`config.mk`:
```
export PLATFORM = sky130hd
export DESIGN_NAME = avm_sram16_ctrl
export DESIGN_NICKNAME = d
export VERILOG_FILES = /design/src/rtl/avm_sram16_ctrl.sv
export SDC_FILE = /design/constraint.sdc
export NUM_CORES = 1
export LEC_CHECK = 0
export ABC_AREA = 1
export ABC_CLOCK_PERIOD_IN_PS = 2700
export BUFFER_PORTS_ARGS = -buffer_cell sky130_fd_sc_hd__buf_4
export CORE_MARGIN = 1
export CORE_UTILIZATION = 40
export DETAILED_ROUTE_END_ITERATION = 8
export GPL_TIMING_DRIVEN = 0
export PLACE_DENSITY_LB_ADDON = 0.05
export SKIP_CTS_REPAIR_TIMING = 1
export SYNTH_ARGS = -nofsm -noshare
export SYNTH_HDL_FRONTEND = slang
export SYNTH_SLANG_ARGS = --single-unit
```
`constraint.sdc`:
```
create_clock -name avm_clk -period 2.7 [get_ports avm_clk]
set_clock_uncertainty 0.15 [all_clocks]
set_input_delay 0.27 -clock avm_clk [delete_from_list [all_inputs] [get_ports avm_clk]]
set_output_delay 0.27 -clock avm_clk [all_outputs]
set_load 0.005 [all_outputs]
```
`src/rtl/avm_sram16_ctrl.sv`:
```
// Avalon-MM 32-bit slave to 16-bit asynchronous SRAM bridge: two timed half-accesses per word.
// Optional macro AVM_SRAM16_SKIP_EN skips halves whose byte enables are both clear.
`timescale 1ns/1ps
module avm_sram16_ctrl #(
  parameter int unsigned AADDR_WIDTH = 20,
  parameter int unsigned WAIT_CYCLES = 2
) (
  input  logic                   avm_clk,
  input  logic                   avm_rst_n,
  input  logic                   avm_read,
  input  logic                   avm_write,
  input  logic [AADDR_WIDTH-1:0] avm_address,
  input  logic [3:0]             avm_byteenable,
  input  logic [2:0]             avm_burstcount,
  input  logic [31:0]            avm_writedata,
  output logic                   avm_waitrequest,
  output logic                   avm_readdatavalid,
  output logic [31:0]            avm_readdata,
  output logic [AADDR_WIDTH:0]   sram_addr,
  output logic [15:0]            sram_dq_o,
  input  logic [15:0]            sram_dq_i,
  output logic                   sram_dq_oe,
  output logic                   sram_ce_n,
  output logic                   sram_oe_n,
  output logic                   sram_we_n,
  output logic                   sram_lb_n,
  output logic                   sram_ub_n
);

`ifdef AVM_SRAM16_SKIP_EN
  localparam bit SkipEn = 1'b1;
`else
  localparam bit SkipEn = 1'b0;
`endif

  localparam logic [3:0] LastPc = 4'(WAIT_CYCLES);

  typedef enum logic [1:0] {StIdle, StLo, StHi} state_e;

  state_e                 state_q, state_d;
  logic [3:0]             pc_q, pc_d;
  logic [AADDR_WIDTH-1:0] addr_q, addr_d;
  logic [3:0]             be_q, be_d;
  logic [31:0]            wdata_q, wdata_d;
  logic                   wr_q, wr_d;
  logic                   null_q, null_d;
  logic [15:0]            lo_q, lo_d;
  logic [31:0]            rdata_q, rdata_d;
  logic                   rdv_q, rdv_d;

  logic phase_end;
  logic hi_skip;
  logic unused_burst;

  assign unused_burst = ^avm_burstcount;
  // A null transfer (all enables clear, skip build) spends a single cycle in StLo.
  assign phase_end = (pc_q == LastPc) || null_q;
  assign hi_skip   = SkipEn && (be_q[3:2] == 2'b00);

  always_comb begin
    state_d = state_q;
    pc_d    = pc_q;
    addr_d  = addr_q;
    be_d    = be_q;
    wdata_d = wdata_q;
    wr_d    = wr_q;
    null_d  = null_q;
    lo_d    = lo_q;
    rdata_d = rdata_q;
    rdv_d   = 1'b0;
    unique case (state_q)
      StIdle: begin
        if (avm_read || avm_write) begin
          addr_d  = avm_address;
          be_d    = avm_byteenable;
          wdata_d = avm_writedata;
          wr_d    = avm_write;
          null_d  = SkipEn && (avm_byteenable == 4'b0000);
          pc_d    = '0;
          if (SkipEn && (avm_byteenable[1:0] == 2'b00) && (avm_byteenable[3:2] != 2'b00)) begin
            state_d = StHi;
          end else begin
            state_d = StLo;
          end
        end
      end
      StLo: begin
        if (phase_end) begin
          pc_d = '0;
          lo_d = null_q ? 16'h0000 : sram_dq_i;
          if (null_q || hi_skip) begin
            state_d = StIdle;
            if (!wr_q) begin
              rdv_d   = 1'b1;
              rdata_d = {16'h0000, (null_q ? 16'h0000 : sram_dq_i)};
            end
          end else begin
            state_d = StHi;
          end
        end else begin
          pc_d = pc_q + 4'd1;
        end
      end
      StHi: begin
        if (phase_end) begin
          pc_d    = '0;
          state_d = StIdle;
          if (!wr_q) begin
            rdv_d   = 1'b1;
            rdata_d = {sram_dq_i, ((SkipEn && (be_q[1:0] == 2'b00)) ? 16'h0000 : lo_q)};
          end
        end else begin
          pc_d = pc_q + 4'd1;
        end
      end
      default: state_d = StIdle;
    endcase
  end

  always_comb begin
    sram_ce_n  = 1'b1;
    sram_oe_n  = 1'b1;
    sram_we_n  = 1'b1;
    sram_lb_n  = 1'b1;
    sram_ub_n  = 1'b1;
    sram_dq_oe = 1'b0;
    sram_dq_o  = '0;
    sram_addr  = '0;
    if ((state_q == StLo && !null_q) || state_q == StHi) begin
      sram_ce_n  = 1'b0;
      sram_oe_n  = wr_q;
      // Write strobe stays high in cycle 0 so address settles before we_n falls.
      sram_we_n  = !(wr_q && (pc_q != 4'd0));
      sram_dq_oe = wr_q;
      if (state_q == StLo) begin
        sram_addr = {addr_q, 1'b0};
        sram_lb_n = ~be_q[0];
        sram_ub_n = ~be_q[1];
        sram_dq_o = wr_q ? wdata_q[15:0] : 16'h0000;
      end else begin
        sram_addr = {addr_q, 1'b1};
        sram_lb_n = ~be_q[2];
        sram_ub_n = ~be_q[3];
        sram_dq_o = wr_q ? wdata_q[31:16] : 16'h0000;
      end
    end
  end

  assign avm_waitrequest   = (state_q != StIdle);
  assign avm_readdatavalid = rdv_q;
  assign avm_readdata      = rdata_q;

  always_ff @(posedge avm_clk) begin
    if (!avm_rst_n) begin
      state_q <= StIdle;
      pc_q    <= '0;
      addr_q  <= '0;
      be_q    <= '0;
      wdata_q <= '0;
      wr_q    <= 1'b0;
      null_q  <= 1'b0;
      lo_q    <= '0;
      rdata_q <= '0;
      rdv_q   <= 1'b0;
    end else begin
      state_q <= state_d;
      pc_q    <= pc_d;
      addr_q  <= addr_d;
      be_q    <= be_d;
      wdata_q <= wdata_d;
      wr_q    <= wr_d;
      null_q  <= null_d;
      lo_q    <= lo_d;
      rdata_q <= rdata_d;
      rdv_q   <= rdv_d;
    end
  end

endmodule
```
==> impl_metrics.py, run 1 <==
metrics = {
    "flow_run": {
        "timing.max_cap.violations": 0,
    },
    "placed_design": {
        "port_buffers": 151,
        "place_congestion": 0.846,
        "place_inst": 934,
        "dp_hpwl_microns": 9160,
        "place_ws_ns": 0.454,
        "placed_area_sq_um": 5910,
    },
    "logic_synthesis": {
        "synthMostInstantiatedCell": "nor2_1",
        "netlist_top_cells_area": "dfxtp_1, nor2_1, nand2_1",
        "seq_area_frac_synth": 0.488,
        "yosys.area_share.adder": 0.0136,
        "synthMuxAreaShare": 0,
        "synth_xor_xnor_area_share": 0,
        "synth_top_cell_by_area": "dfxtp_1",
        "avgSynthCellArea_sq_um": 7.15,
        "ys_types": 20,
        "synth_edf_count": 0,
        "synth_ff_type": "dfxtp_1",
        "netlist_instances": 643,
        "synth_nets": 727,
        "synth_top_area_frac": 0.488,
        "synth_seq_cells": 112,
        "synth-compound-area-share": 0.125,
        "synth_top_family_by_area": "simple AND/OR/NAND/NOR gates",
        "synthesis.area_sq_um": 4600,
        "async_reset_ff_frac": 0,
        "yosysWarnings": 0,
        "synth-simple-area-share": 0.293,
        "netlist_top_cells_count": "nor2_1, dfxtp_1, nand2_1",
    },
    "clock_network": {
        "clock_latency_ns": 0.35,
        "clock_sinks": 112,
        "cts.htree.levels": 3,
        "numCtsBuffers": 9,
        "cts_root_buf": "clkbuf_16",
        "clock_path_buffers": 2,
        "clk_pin_slew_ns": 0.08,
        "cts_tree": "yes",
    },
    "worst_setup_path": {
        "rrSetupSlack_ns": 0.72,
        "cp-startpoint": "state_q[0]",
        "crit_chain": "inv_1, ha_1, buf_2, nand2_2, buf_2, inv_1, nand2_1, buf_4",
        "worstPathRequired_ns": 2.28,
        "crit_buf_inv": 5,
        "cp_num_cells": 8,
        "r2r-end": "avm_readdata[11]",
        "cpLargestDelayFamily": "buffers and inverters",
        "worst-r2r-cell-count": 8,
        "cp-end-kind": "primary output",
        "critPathLaunchType": "flop",
        "cp_max_fo": 10,
        "reg2reg_from": "state_q[0]",
        "max_stage_delay_ns": 0.40,
        "criticalPathCategory": "flop to primary output",
        "endpoint": "sram_we_n",
        "arrival_ns": 2.11,
        "crit_slowest_cell": "dfxtp_1",
    },
    "global_routing": {
        "overflow": 0,
        "grt_max_degree": 21,
        "grtUsageTotal": 0.210,
        "grt_pass1_vias": 4169,
        "grt_first_pass_wirelength_microns": 19500,
        "grt_antenna_before_repair": 0,
    },
    "timing": {
        "min_period_over_period": 0.938,
        "hold_violations": 0,
        "setup_viol": 0,
        "hold_ws_ns": 0.0142,
        "fmax_mhz": 395,
        "maxSlewViolCount": 0,
        "tns_ns": 0,
        "maxSlewHeadroom": 0.673,
        "worst_slew_pin_slew_ns": 0.490,
        "period_needed_ns": 2.53,
        "timing.final.ws_setup_ns": 0.168,
        "rsz0062_at_grt": "false",
    },
    "finish": {
        "stdcell_area_sq_um": 6200,
        "layout-drive-gt1-share": 0.251,
        "final_nets": 889,
        "areaGrowthSynthToFinish_pct": 34.9,
        "finalNonFillerCells": 950,
        "antenna_cells": 0,
    },
    "power_and_ir_drop": {
        "leakage_nw": 2.88,
        "ir_drop_mv": 0.392,
        "comb_power_share": 0.415,
        "p_int_mw": 3.56,
        "p_clk_frac": 0.219,
        "seqPwrFrac": 0.366,
        "p_switching_mw": 2.34,
        "p_per_area_nw_per_um2": 953,
        "switching_share": 0.397,
    },
    "detailed_routing": {
        "drtIter0Drc": 222,
        "drt_pass1_iterations": 4,
        "wl_per_cell_microns": 13.0,
        "via_per_inst": 4.81,
        "antenna_left": 0,
        "drc": 0,
        "wirelength_microns": 12300,
        "vias": 4570,
    },
    "die": {
        "die_h_microns": 109,
        "die_w_microns": 109,
        "num_rows": 38,
        "core_sq_um": 11000,
        "die-area_sq_um": 11900,
        "ios": 156,
        "start_util": 0.417,
    },
    "run_status": {
        "status": "finished clean",
    },
    "worst_hold_path": {
        "min_path_type": "input port to flop",
    },
}
## per-stage QoR
step | util | power [mW]
4_1_cts | 0.561 | 5.94
3_5_place_dp | 0.535 | 4.66
6_report | 0.562 | 5.91
2_1_floorplan | - | 3.76
5_1_grt | 0.562 | 6.38
3_3_place_gp | 0.535 | 4.60
## sequential cells by signal, indices dropped and copies added (netlist names)
| register | count |
|---|---|
| addr_q | 20 |
| wdata_q | 32 |
| avm_readdata | 32 |
| be_q | 4 |
| pc_q | 4 |
| lo_q | 16 |
| wr_q | 1 |
| state_q | 2 |
| avm_readdatavalid | 1 |
## worst min-delay path: cells and delay by family
family                 cells  cell delay [ns]
AOI/OAI and AO/OA          1             0.07
buffers and inverters      1             0.07
and+or+nand+nor            1             0.07
## worst min-delay path by stage
stage          cells after the start               from          endpoint
2_1_floorplan                      2          avm_write              wr_q
3_3_place_gp                       2   avm_readdata[19]  avm_readdata[19]
3_5_place_dp                       2   avm_readdata[29]  avm_readdata[29]
4_1_cts                            3  avm_writedata[24]       wdata_q[24]
5_1_grt                            3  avm_writedata[20]       wdata_q[20]
6_report                           3  avm_writedata[27]       wdata_q[27]
## layer usage
metal  wire length (microns)  up-vias  GRT usage
met3                     683       21     0.0412
met1                    5560     2032      0.262
met5                       0        -          0
li1                        -     2387          -
met4                     287        0     0.0933
met2                    5800      130      0.350
## cell usage in the layout (no fill, tap or decap), drive strengths merged
| master | n |
|---|---|
| or2 | 1 |
| nor2 | 160 |
| o21ai | 61 |
| nand2 | 91 |
| ha | 5 |
| nand3 | 58 |
| dfxtp | 112 |
| clkbuf | 27 |
| buf | 178 |
| nor3 | 16 |
| clkinv | 4 |
| a21oi | 53 |
| inv | 44 |
## cell families (layout without fill, tap and decap cells)
group,Yosys count,count (layout)
adder cells (fa/ha/maj),5,5
buffers and inverters,86,253
AND/OR/NAND/NOR,326,326
flip-flops,112,112
AO/OA/AOI/OAI,114,114
## layout make-up
cell class / count / area (sq um)
inverter: 41 / 154
clock inverter: 7 / 61.3
clock buffer: 9 / 225
fill: 1082 / 4830
buffer: 45 / 219
sequential: 112 / 2240
timing repair buffer: 151 / 1130
tap: 140 / 175
multi-input combinational: 445 / 1990
## power by group through the flow
stage / Sequential [mW] / Combinational [mW] / Clock (mW)
4_1_cts: 2.16 / 2.47 / 1.32
6_report: 2.16 / 2.45 / 1.30
2_1_floorplan: 2.15 / 1.61 / 0
3_5_place_dp: 2.19 / 2.46 / 0
3_3_place_gp: 2.18 / 2.42 / 0
5_1_grt: 2.20 / 2.78 / 1.39
Power figures use the tool's default switching activity.
==> inputs of run 2 (changes only) <==
RECOVER_POWER = 50   (was unset)
==> run 2 against run 1 <==
  * Count of clock-buffer cells in the layout did not move
  * Wire length about the same
  * Critical path type unchanged
  * Sequential cell count did not move
  * Cell area fell by 0.42%
==> impl_metrics.py, run 2 (synthesis results as in run 1) <==
metrics = {
    "global_routing": {
        "grt_pass1_vias": 4169,
        "grt_max_degree": 21,
        "grtUsageTotal": 0.210,
        "grt_first_pass_wirelength_microns": 19500,
        "grt_antenna_before_repair": 0,
        "overflow": 0,
    },
    "worst_setup_path": {
        "crit_chain": "inv_1, ha_1, buf_2, nand2_2, buf_2, inv_1, nand2_1, buf_4",
        "worstPathRequired_ns": 2.28,
        "cp-end-kind": "primary output",
        "cpLargestDelayFamily": "buffers and inverters",
        "reg2reg_from": "state_q[0]",
        "cp-startpoint": "state_q[0]",
        "r2r-end": "addr_q[14]",
        "cp_max_fo": 10,
        "cp_num_cells": 8,
        "crit_slowest_cell": "dfxtp_1",
        "arrival_ns": 2.11,
        "rrSetupSlack_ns": 0.44,
        "max_stage_delay_ns": 0.40,
        "critPathLaunchType": "flop",
        "endpoint": "sram_we_n",
        "worst-r2r-cell-count": 8,
        "crit_buf_inv": 5,
        "criticalPathCategory": "flop to primary output",
    },
    "timing": {
        "fmax_mhz": 395,
        "period_needed_ns": 2.53,
        "maxSlewViolCount": 0,
        "hold_violations": 0,
        "tns_ns": 0,
        "timing.final.ws_setup_ns": 0.170,
        "worst_slew_pin_slew_ns": 0.693,
        "min_period_over_period": 0.937,
        "maxSlewHeadroom": 0.533,
        "rsz0062_at_grt": "false",
        "setup_viol": 0,
    },
    "flow_run": {
        "timing.max_cap.violations": 0,
    },
    "detailed_routing": {
        "antenna_left": 0,
        "via_per_inst": 4.80,
        "drtIter0Drc": 228,
        "wl_per_cell_microns": 13.0,
        "wirelength_microns": 12300,
        "drt_pass1_iterations": 4,
        "drc": 0,
        "vias": 4560,
    },
    "power_and_ir_drop": {
        "leakage_nw": 2.84,
        "p_per_area_nw_per_um2": 954,
        "ir_drop_mv": 0.393,
    },
    "clock_network": {
        "cts_tree": "yes",
        "clock_path_buffers": 2,
        "numCtsBuffers": 9,
        "cts_root_buf": "clkbuf_16",
        "clock_latency_ns": 0.35,
        "clock_sinks": 112,
        "clk_pin_slew_ns": 0.08,
        "cts.htree.levels": 3,
    },
    "finish": {
        "final_nets": 889,
        "layout-drive-gt1-share": 0.240,
        "areaGrowthSynthToFinish_pct": 34.3,
        "layout_common_cells": "nor2_1, buf_4, dfxtp_1, nand2_1, o21ai_0",
        "layout_commonest_cell": "nor2_1",
        "finalNonFillerCells": 950,
        "fin_util": 0.560,
        "antenna_cells": 0,
    },
    "worst_hold_path": {
        "min_path_type": "input port to flop",
        "hp-start": "avm_writedata[27]",
    },
    "die": {
        "die-area_sq_um": 11900,
        "die_h_microns": 109,
        "ios": 156,
        "num_rows": 38,
        "core_sq_um": 11000,
        "start_util": 0.417,
        "die_w_microns": 109,
    },
    "placed_design": {
        "port_buffers": 151,
        "place_congestion": 0.846,
        "dp_hpwl_microns": 9160,
        "place_inst": 934,
        "place_ws_ns": 0.454,
    },
    "run_status": {
        "status": "finished clean",
    },
}
## run 2: final cells by class
| cell class | instances | area [sq um] |
|---|---|---|
| Multi-Input combinational cell | 445 | 1980 |
| Inverter | 41 | 154 |
| Tap cell | 140 | 175 |
| Sequential cell | 112 | 2240 |
| Buffer | 45 | 216 |
| Timing Repair Buffer | 151 | 1120 |
| Clock buffer | 9 | 225 |
| Fill cell | 1089 | 4860 |
| Clock inverter | 7 | 61.3 |
## run 2: where the power goes
group | switching (mW) | internal (mW) | total, mW | leakage [nW]
Clock | 0.651 | 0.645 | 1.30 | 0.141
Sequential | 0.178 | 1.98 | 2.16 | 0.918
Combinational | 1.51 | 0.921 | 2.43 | 1.78
## run 2: stage by stage
step,hold WS [ns],cell area [sq um],power (mW)
2_1_floorplan,0.267,4600,3.76
3_3_place_gp,0.301,5910,4.60
3_5_place_dp,0.306,5910,4.66
4_1_cts,0.0131,6190,5.94
5_1_grt,0.0215,6170,6.36
6_report,0.0137,6170,5.89
## run 2: worst min-delay path by stage
stage / cells after the start / slack [ns] / to
after CTS: 3 / 0.01 / wdata_q[24]
after global placement: 2 / 0.30 / avm_readdata[19]
after global routing: 3 / 0.02 / wdata_q[20]
after floorplan: 2 / 0.27 / wr_q
after detailed placement: 2 / 0.31 / avm_readdata[29]
final: 3 / 0.01 / wdata_q[27]
## run 2: worst reg2reg max path, cell delays in order, from the launching register on
cell and delay, ns:
dfxtp_1 0.35, inv_1 0.11, ha_1 0.21, o21ai_0 0.28, inv_1 0.19, clkbuf_1 0.41
buf_2 0.31, nor2_1 0.06, nor2_1 0.11
## run 2: per-layer routing
layer / global-route usage / share of wire
met1: 0.262 / 0.46
met2: 0.350 / 0.47
met5: 0 / 0
met4: 0.0933 / 0.023
met3: 0.0412 / 0.050
